<file path="src/rtl/spi_pkg.sv">
// Shared definitions for the SPI transaction arbiter.
//   SPI_BYTE_W : width of one SPI transfer byte
//   state_e    : transaction FSM state encoding
package spi_pkg;

    localparam int unsigned SPI_BYTE_W = 8;

    typedef enum logic [2:0] {
        StIdle,
        StStart,
        StWaitLow,
        StWaitHigh,
        StCapture,
        StResp
    } state_e;

endpackage

</file>
<file path="src/rtl/spi_arbiter_if.sv">
// Bus bundle between N_REQ requesters, the arbiter and one SPI driver.
//   Requester side : req, req_data (in); gnt, rsp_valid, rsp_data, rsp_err, busy (out)
//   Driver side    : drv_start, drv_data_in (out); drv_spi_en, drv_data_out (in)
// The 'slave' modport is the arbiter's view; 'master' is the environment's view.
interface spi_arbiter_if #(
    parameter int unsigned N_REQ = 4
) ();
    import spi_pkg::*;

    logic [N_REQ-1:0]            req;
    logic [SPI_BYTE_W*N_REQ-1:0] req_data;
    logic [N_REQ-1:0]            gnt;
    logic [N_REQ-1:0]            rsp_valid;
    logic [SPI_BYTE_W-1:0]       rsp_data;
    logic                        rsp_err;
    logic                        busy;
    logic                        drv_start;
    logic [SPI_BYTE_W-1:0]       drv_data_in;
    logic                        drv_spi_en;
    logic [SPI_BYTE_W-1:0]       drv_data_out;

    modport slave (
        input  req, req_data, drv_spi_en, drv_data_out,
        output gnt, rsp_valid, rsp_data, rsp_err, busy, drv_start, drv_data_in
    );

    modport master (
        output req, req_data, drv_spi_en, drv_data_out,
        input  gnt, rsp_valid, rsp_data, rsp_err, busy, drv_start, drv_data_in
    );

endinterface

</file>
<file path="src/rtl/rr_arbiter.sv">
// Combinational round-robin winner selection.
//   req_i   : request vector
//   last_i  : index of the previous winner; search starts just above it
//   idx_o   : index of the next winner (last_i when nobody requests)
//   valid_o : at least one request present
module rr_arbiter #(
    parameter int unsigned N_REQ = 4
) (
    input  logic [N_REQ-1:0]         req_i,
    input  logic [$clog2(N_REQ)-1:0] last_i,
    output logic [$clog2(N_REQ)-1:0] idx_o,
    output logic                     valid_o
);
    localparam int unsigned IdxW = $clog2(N_REQ);

    int unsigned cand;

    always_comb begin
        idx_o   = last_i;
        valid_o = 1'b0;
        cand    = 0;
        // Walk last+1, last+2, ... wrapping; the first hit wins.
        for (int unsigned k = 1; k <= N_REQ; k++) begin
            cand = (32'(last_i) + k) % N_REQ;
            if (!valid_o && req_i[IdxW'(cand)]) begin
                idx_o   = IdxW'(cand);
                valid_o = 1'b1;
            end
        end
    end

endmodule

</file>
<file path="src/rtl/spi_arbiter.sv">
// Arbitrates N_REQ requesters onto one SPI driver, one byte transaction at a time.
//   clk, rst_n : clock, asynchronous active-low reset
//   bus        : spi_arbiter_if slave modport (requester and driver signals)
// The driver's active-low slave select is used as a progress indicator: a
// transfer is done once it has gone low and come back high. A watchdog ends
// any transaction that stalls for TIMEOUT cycles with rsp_err set.
// N_REQ must match the N_REQ of the connected interface.
module spi_arbiter
    import spi_pkg::*;
#(
    parameter int unsigned N_REQ   = 4,
    parameter int unsigned TIMEOUT = 64
) (
    input logic          clk,
    input logic          rst_n,
    spi_arbiter_if.slave bus
);
    localparam int unsigned    IdxW    = $clog2(N_REQ);
    localparam int unsigned    WdW     = $clog2(TIMEOUT);
    localparam logic [WdW-1:0] WdLimit = WdW'(TIMEOUT - 1);

    state_e                state_q, state_d;
    logic [IdxW-1:0]       winner_q, winner_d;
    logic [IdxW-1:0]       last_q, last_d;
    logic [WdW-1:0]        wd_q, wd_d;
    logic [SPI_BYTE_W-1:0] tx_q, tx_d;
    logic [SPI_BYTE_W-1:0] rx_q, rx_d;
    logic                  err_q, err_d;

    logic [IdxW-1:0]       arb_idx;
    logic                  arb_valid;
    logic [N_REQ-1:0]      winner_oh;

    rr_arbiter #(
        .N_REQ (N_REQ)
    ) u_rr_arbiter (
        .req_i   (bus.req),
        .last_i  (last_q),
        .idx_o   (arb_idx),
        .valid_o (arb_valid)
    );

    always_comb begin
        state_d  = state_q;
        winner_d = winner_q;
        last_d   = last_q;
        wd_d     = wd_q;
        tx_d     = tx_q;
        rx_d     = rx_q;
        err_d    = err_q;

        unique case (state_q)
            StIdle: begin
                if (arb_valid) begin
                    state_d  = StStart;
                    winner_d = arb_idx;
                    last_d   = arb_idx;
                    wd_d     = '0;
                    err_d    = 1'b0;
                    // TX byte is latched here so later req_data changes are ignored.
                    for (int i = 0; i < int'(N_REQ); i++) begin
                        if (arb_idx == IdxW'(i)) begin
                            tx_d = bus.req_data[i*SPI_BYTE_W +: SPI_BYTE_W];
                        end
                    end
                end
            end
            StStart: state_d = StWaitLow;
            StWaitLow, StWaitHigh: begin
                // Watchdog expiry takes priority over any slave-select edge.
                if (wd_q == WdLimit) begin
                    state_d = StResp;
                    err_d   = 1'b1;
                    rx_d    = '0;
                end else begin
                    wd_d = wd_q + 1'b1;
                    if (state_q == StWaitLow && !bus.drv_spi_en) begin
                        state_d = StWaitHigh;
                    end else if (state_q == StWaitHigh && bus.drv_spi_en) begin
                        state_d = StCapture;
                    end
                end
            end
            StCapture: begin
                rx_d    = bus.drv_data_out;
                state_d = StResp;
            end
            StResp:  state_d = StIdle;
            default: state_d = StIdle;
        endcase
    end

    always_ff @(posedge clk or negedge rst_n) begin
        if (!rst_n) begin
            state_q  <= StIdle;
            winner_q <= '0;
            last_q   <= IdxW'(N_REQ - 1);
            wd_q     <= '0;
            tx_q     <= '0;
            rx_q     <= '0;
            err_q    <= 1'b0;
        end else begin
            state_q  <= state_d;
            winner_q <= winner_d;
            last_q   <= last_d;
            wd_q     <= wd_d;
            tx_q     <= tx_d;
            rx_q     <= rx_d;
            err_q    <= err_d;
        end
    end

    always_comb begin
        winner_oh           = '0;
        winner_oh[winner_q] = 1'b1;
    end

    assign bus.gnt         = (state_q != StIdle) ? winner_oh : '0;
    assign bus.rsp_valid   = (state_q == StResp) ? winner_oh : '0;
    assign bus.rsp_data    = rx_q;
    assign bus.rsp_err     = err_q && (state_q == StResp);
    assign bus.busy        = (state_q != StIdle);
    assign bus.drv_start   = (state_q == StStart);
    assign bus.drv_data_in = tx_q;

endmodule

</file>
<file path="src/flat_wrapper.sv">
// flat-port wrapper written by rule: the top's interface ports become plain ports
module spi_arbiter_flat import spi_pkg::*;
#(
    parameter int unsigned N_REQ   = 4,
    parameter int unsigned TIMEOUT = 64
)
  (clk, rst_n, bus_req, bus_req_data, bus_drv_spi_en, bus_drv_data_out, bus_gnt, bus_rsp_valid, bus_rsp_data, bus_rsp_err, bus_busy, bus_drv_start, bus_drv_data_in);
  spi_arbiter_if #(.N_REQ(N_REQ)) bus_i ();
  input logic clk;
  input logic rst_n;
  input wire logic [$bits(bus_i.req)-1:0] bus_req;
  input wire logic [$bits(bus_i.req_data)-1:0] bus_req_data;
  input wire logic [$bits(bus_i.drv_spi_en)-1:0] bus_drv_spi_en;
  input wire logic [$bits(bus_i.drv_data_out)-1:0] bus_drv_data_out;
  output wire logic [$bits(bus_i.gnt)-1:0] bus_gnt;
  output wire logic [$bits(bus_i.rsp_valid)-1:0] bus_rsp_valid;
  output wire logic [$bits(bus_i.rsp_data)-1:0] bus_rsp_data;
  output wire logic [$bits(bus_i.rsp_err)-1:0] bus_rsp_err;
  output wire logic [$bits(bus_i.busy)-1:0] bus_busy;
  output wire logic [$bits(bus_i.drv_start)-1:0] bus_drv_start;
  output wire logic [$bits(bus_i.drv_data_in)-1:0] bus_drv_data_in;
  assign bus_i.req = bus_req;
  assign bus_i.req_data = bus_req_data;
  assign bus_i.drv_spi_en = bus_drv_spi_en;
  assign bus_i.drv_data_out = bus_drv_data_out;
  assign bus_gnt = bus_i.gnt;
  assign bus_rsp_valid = bus_i.rsp_valid;
  assign bus_rsp_data = bus_i.rsp_data;
  assign bus_rsp_err = bus_i.rsp_err;
  assign bus_busy = bus_i.busy;
  assign bus_drv_start = bus_i.drv_start;
  assign bus_drv_data_in = bus_i.drv_data_in;
  spi_arbiter #(.N_REQ(N_REQ), .TIMEOUT(TIMEOUT)) u_core (.clk(clk), .rst_n(rst_n), .bus(bus_i));
endmodule
</file>
<file path="config.mk">
export PLATFORM = sky130hd
export DESIGN_NAME = spi_arbiter_flat
export DESIGN_NICKNAME = d
export VERILOG_FILES = /design/src/rtl/spi_pkg.sv /design/src/rtl/spi_arbiter_if.sv /design/src/rtl/rr_arbiter.sv /design/src/rtl/spi_arbiter.sv /design/src/flat_wrapper.sv
export SDC_FILE = /design/constraint.sdc
export NUM_CORES = 1
export LEC_CHECK = 0
export CORE_AREA = 8 8 70 78
export CTS_BUF_LIST = sky130_fd_sc_hd__clkbuf_8
export DETAILED_ROUTE_END_ITERATION = 10
export DIE_AREA = 0 0 78 86
export PLACE_DENSITY_LB_ADDON = 0.2
export SLEW_MARGIN = 20
export SYNTH_ARGS = -nofsm -noshare
export SYNTH_HDL_FRONTEND = slang
export SYNTH_HIERARCHICAL = 1
export SYNTH_SLANG_ARGS = --single-unit
</file>
<file path="constraint.sdc">
create_clock -name clk -period 2.3 [get_ports clk]
set_input_delay 0.23 -clock clk [delete_from_list [all_inputs] [get_ports clk]]
set_output_delay 0.23 -clock clk [all_outputs]
set_load 0.01 [all_outputs]
</file>
==> reports/metrics.cfg <==
[synthesis]
netlist_area_mm2=0.001769
avgSynthCellArea_um2=9.167
synth_top_area_share_pct=39.60
ys_async_sr_fraction_pct=100.0
yosysMostFrequentCell=nand2_1
synth_common_cells=57 x nand2_1, 28 x dfrtp_1, 16 x o21ai_0
synth_area_leaders=dfrtp_1 40%, nand2_1 12%, mux4_2 10%, mux2_2 5.1%, o21ai_0 4.5%
yosys_warnings=6
synth-main-ff-cell=dfrtp_1
synthDistinctLibCells=41
syn-instance-count=193
ys_seq_area_share_pct=42.57
synth_top_area_cell=dfrtp_1
ys_ff_latch=30
synth.net_count=241
synth_enable_flop_cells=0

[floorplanning]
ios=74
core-area_mm2=0.004192
die_w_um=78
fp-row-count=25
die_h_um=86
fp.dieArea_mm2=0.006708
start_util_pct=42.21

[sta]
rsz0062_at_grt=no
finalHoldViolCount=0
slew_violations=0
setup_viol=0
slew_headroom_pct=70.52
fin_worst_skew_ns=0.003359
max_freq_mhz=492.0
tightest_slew_ns=0.4422
final.period_utilization_pct=88.37
final.min_clock_period_ns=2.033
fin_tns_setup_ns=0

[cts]
cts_sinks=30
insertion_delay_ns=0.27
cts_resized=0
clockBufferDepth=2
cts_tree=built
cts-htree-levels=2
post-cts-setup-buffer-count=0
clk_root_buffer_cell=clkbuf_8
hold_buffers=0
cts.clk_slew.worst_paths_ns=0.06
numCtsBuffers=5

[detailed_routing]
ant_nets=0
drt_iter0_markers=117
dr_total_vias=1681
wirelength_um=4653
viasPerCell=5.172
wl_per_cell_um=14.32
drt_pre_antenna_iters=4
drc=0

[global_routing]
grt_max_degree=31
first_global_vias=1683
antenna_found_initial=0
grt_pass1_wl_um=7755
grt-ovfl-total=0
track_usage_pct=14.01

[power]
power_frac_clock_pct=13.6
p_seq_share_pct=32.5
power.leakage_nw=1.152
switching_share_pct=37.67
p_per_area_mw_per_mm2=1152
share_comb_of_total_power_pct=53.9
internal_power_mw=1.912
irDropWorstVdd_mv=0.5462
switching_power_mw=1.156

[placed_design]
gp_congestion=0.7777
numPortBuffers=73
dp_hpwl_um=3740
placed_cells=317

[setup_path]
cp-start-kind=register
crit_type=reg -> out
end_kind=output port
critPathSlowestCell=clkdlybuf4s50_1
required_ns=2.07
arrival_ns=1.80
crit_chain=buf_4 -> nor3b_1 -> clkdlybuf4s50_1
cp_max_fo=26
cpPeakStageDelay_ns=0.57

[flow_run]
max-cap-violations=0

[final_layout]
instances_no_fill=325
drive_above_1_share_pct=14.39
area_growth_pct=50.49
diodes=0
nets=318

[min_path]
hp-class=in -> async

[status]
outcome=finished, final reports clean

-- worst paths after layout --
kind                                            from                        end  slack (ns)  depth (start not counted)
setup / recovery                   u_core/state_q[2]              bus_drv_start        0.27                          3
hold / removal                                 rst_n          u_core/state_q[0]        0.35                          2
setup reg to reg                    u_core/last_q[1]  u_core/bus.drv_data_in[7]        0.33                          7
hold reg to reg            u_core/bus.drv_data_in[1]  u_core/bus.drv_data_in[1]        0.47                          2
max in group asynchronous                      rst_n           u_core/last_q[0]        1.63                          2
min in group clk           u_core/bus.drv_data_in[1]  u_core/bus.drv_data_in[1]        0.47                          2
-- critical path: cells and delay by family (launching register included) --
family	cells	cell delay [ns]
flops	1	0.47
simple gates	1	0.23
buf+inv	2	0.83
-- area by class of cell --
| cell class | instances | area, um2 |
|---|---|---|
| clock inverter | 2 | 8.758 |
| sequential | 30 | 753.2 |
| inverter | 6 | 22.52 |
| tap | 54 | 67.56 |
| fill | 378 | 1529 |
| multi-input combinational | 148 | 952.2 |
| clock buffer | 6 | 82.58 |
| timing repair buffer | 79 | 775.7 |
-- power groups by stage --
stage | Sequential (mW) | Clock (mW) | Combinational (mW)
floorplan | 1.02 | 0 | 0.970
global placement | 0.997 | 0 | 1.64
detailed placement | 1.00 | 0 | 1.68
CTS | 0.997 | 0.429 | 1.68
global route | 1.03 | 0.453 | 1.84
finish | 0.997 | 0.418 | 1.65
-- stage by stage --
step / total power, mW / worst slack [ns] / hold slack, ns / instance area [um2] / utilization, %
2_1_floorplan: 1.986 / 0.4223 / -0.06559 / 1769 / -
3_3_place_gp: 2.640 / 0.2394 / 0.4586 / 2571 / 61.34
3_5_place_dp: 2.679 / 0.1777 / 0.4614 / 2571 / 61.34
4_1_cts: 3.108 / 0.2615 / 0.3676 / 2663 / 63.52
5_1_grt: 3.324 / 0.1513 / 0.3958 / 2663 / 63.52
6_report: 3.068 / 0.2674 / 0.3501 / 2663 / 63.52
-- cells in the final DEF (no fill, tap or decap), types with 2 or more instances in the layout --
cell type,netlist,final
nor2_1,15,15
buf_4,0,6
o21ai_0,16,16
a21oi_1,4,4
nand2_1,57,57
nand3_1,2,2
nor2b_1,3,3
nor3b_1,2,2
inv_1,6,7
dfrtp_1,28,28
clkbuf_8,0,6
mux2i_1,3,3
clkdlybuf4s50_1,0,73
dfstp_2,2,2
nand2b_1,4,4
mux4_2,8,8
nor3_1,3,3
mux2_2,8,8
-- flip-flops by register name, summed over array words and instances, names as in the netlist --
signal	cells
u_core/bus.drv_data_in	8
u_core/bus.rsp_data	8
u_core/wd_q	6
u_core/state_q	3
u_core/last_q	2
u_core/winner_q	2
u_core/err_q	1
-- per-layer routing --
layer  up-vias  share of wire [%]  track usage, %
met4         0               0.75           4.553
li1        822                  -               -
met3         2                9.1           5.439
met2        65                 49           24.26
met1       792                 42           15.29
met5         -                  0               0
-- kinds of logic (layout without fill, tap and decap cells) --
logic type	count (synthesis)	count (layout)	share of synthesized area (%)
adder cells (fa/ha/maj)	1	1	0.7071
AO/OA/AOI/OAI	33	33	11.53
AND/OR/NAND/NOR	95	95	24.61
buffers and inverters	15	93	3.607
multiplexers	19	19	16.97
flip-flops	30	30	42.57
Power figures use the tool's default switching activity.
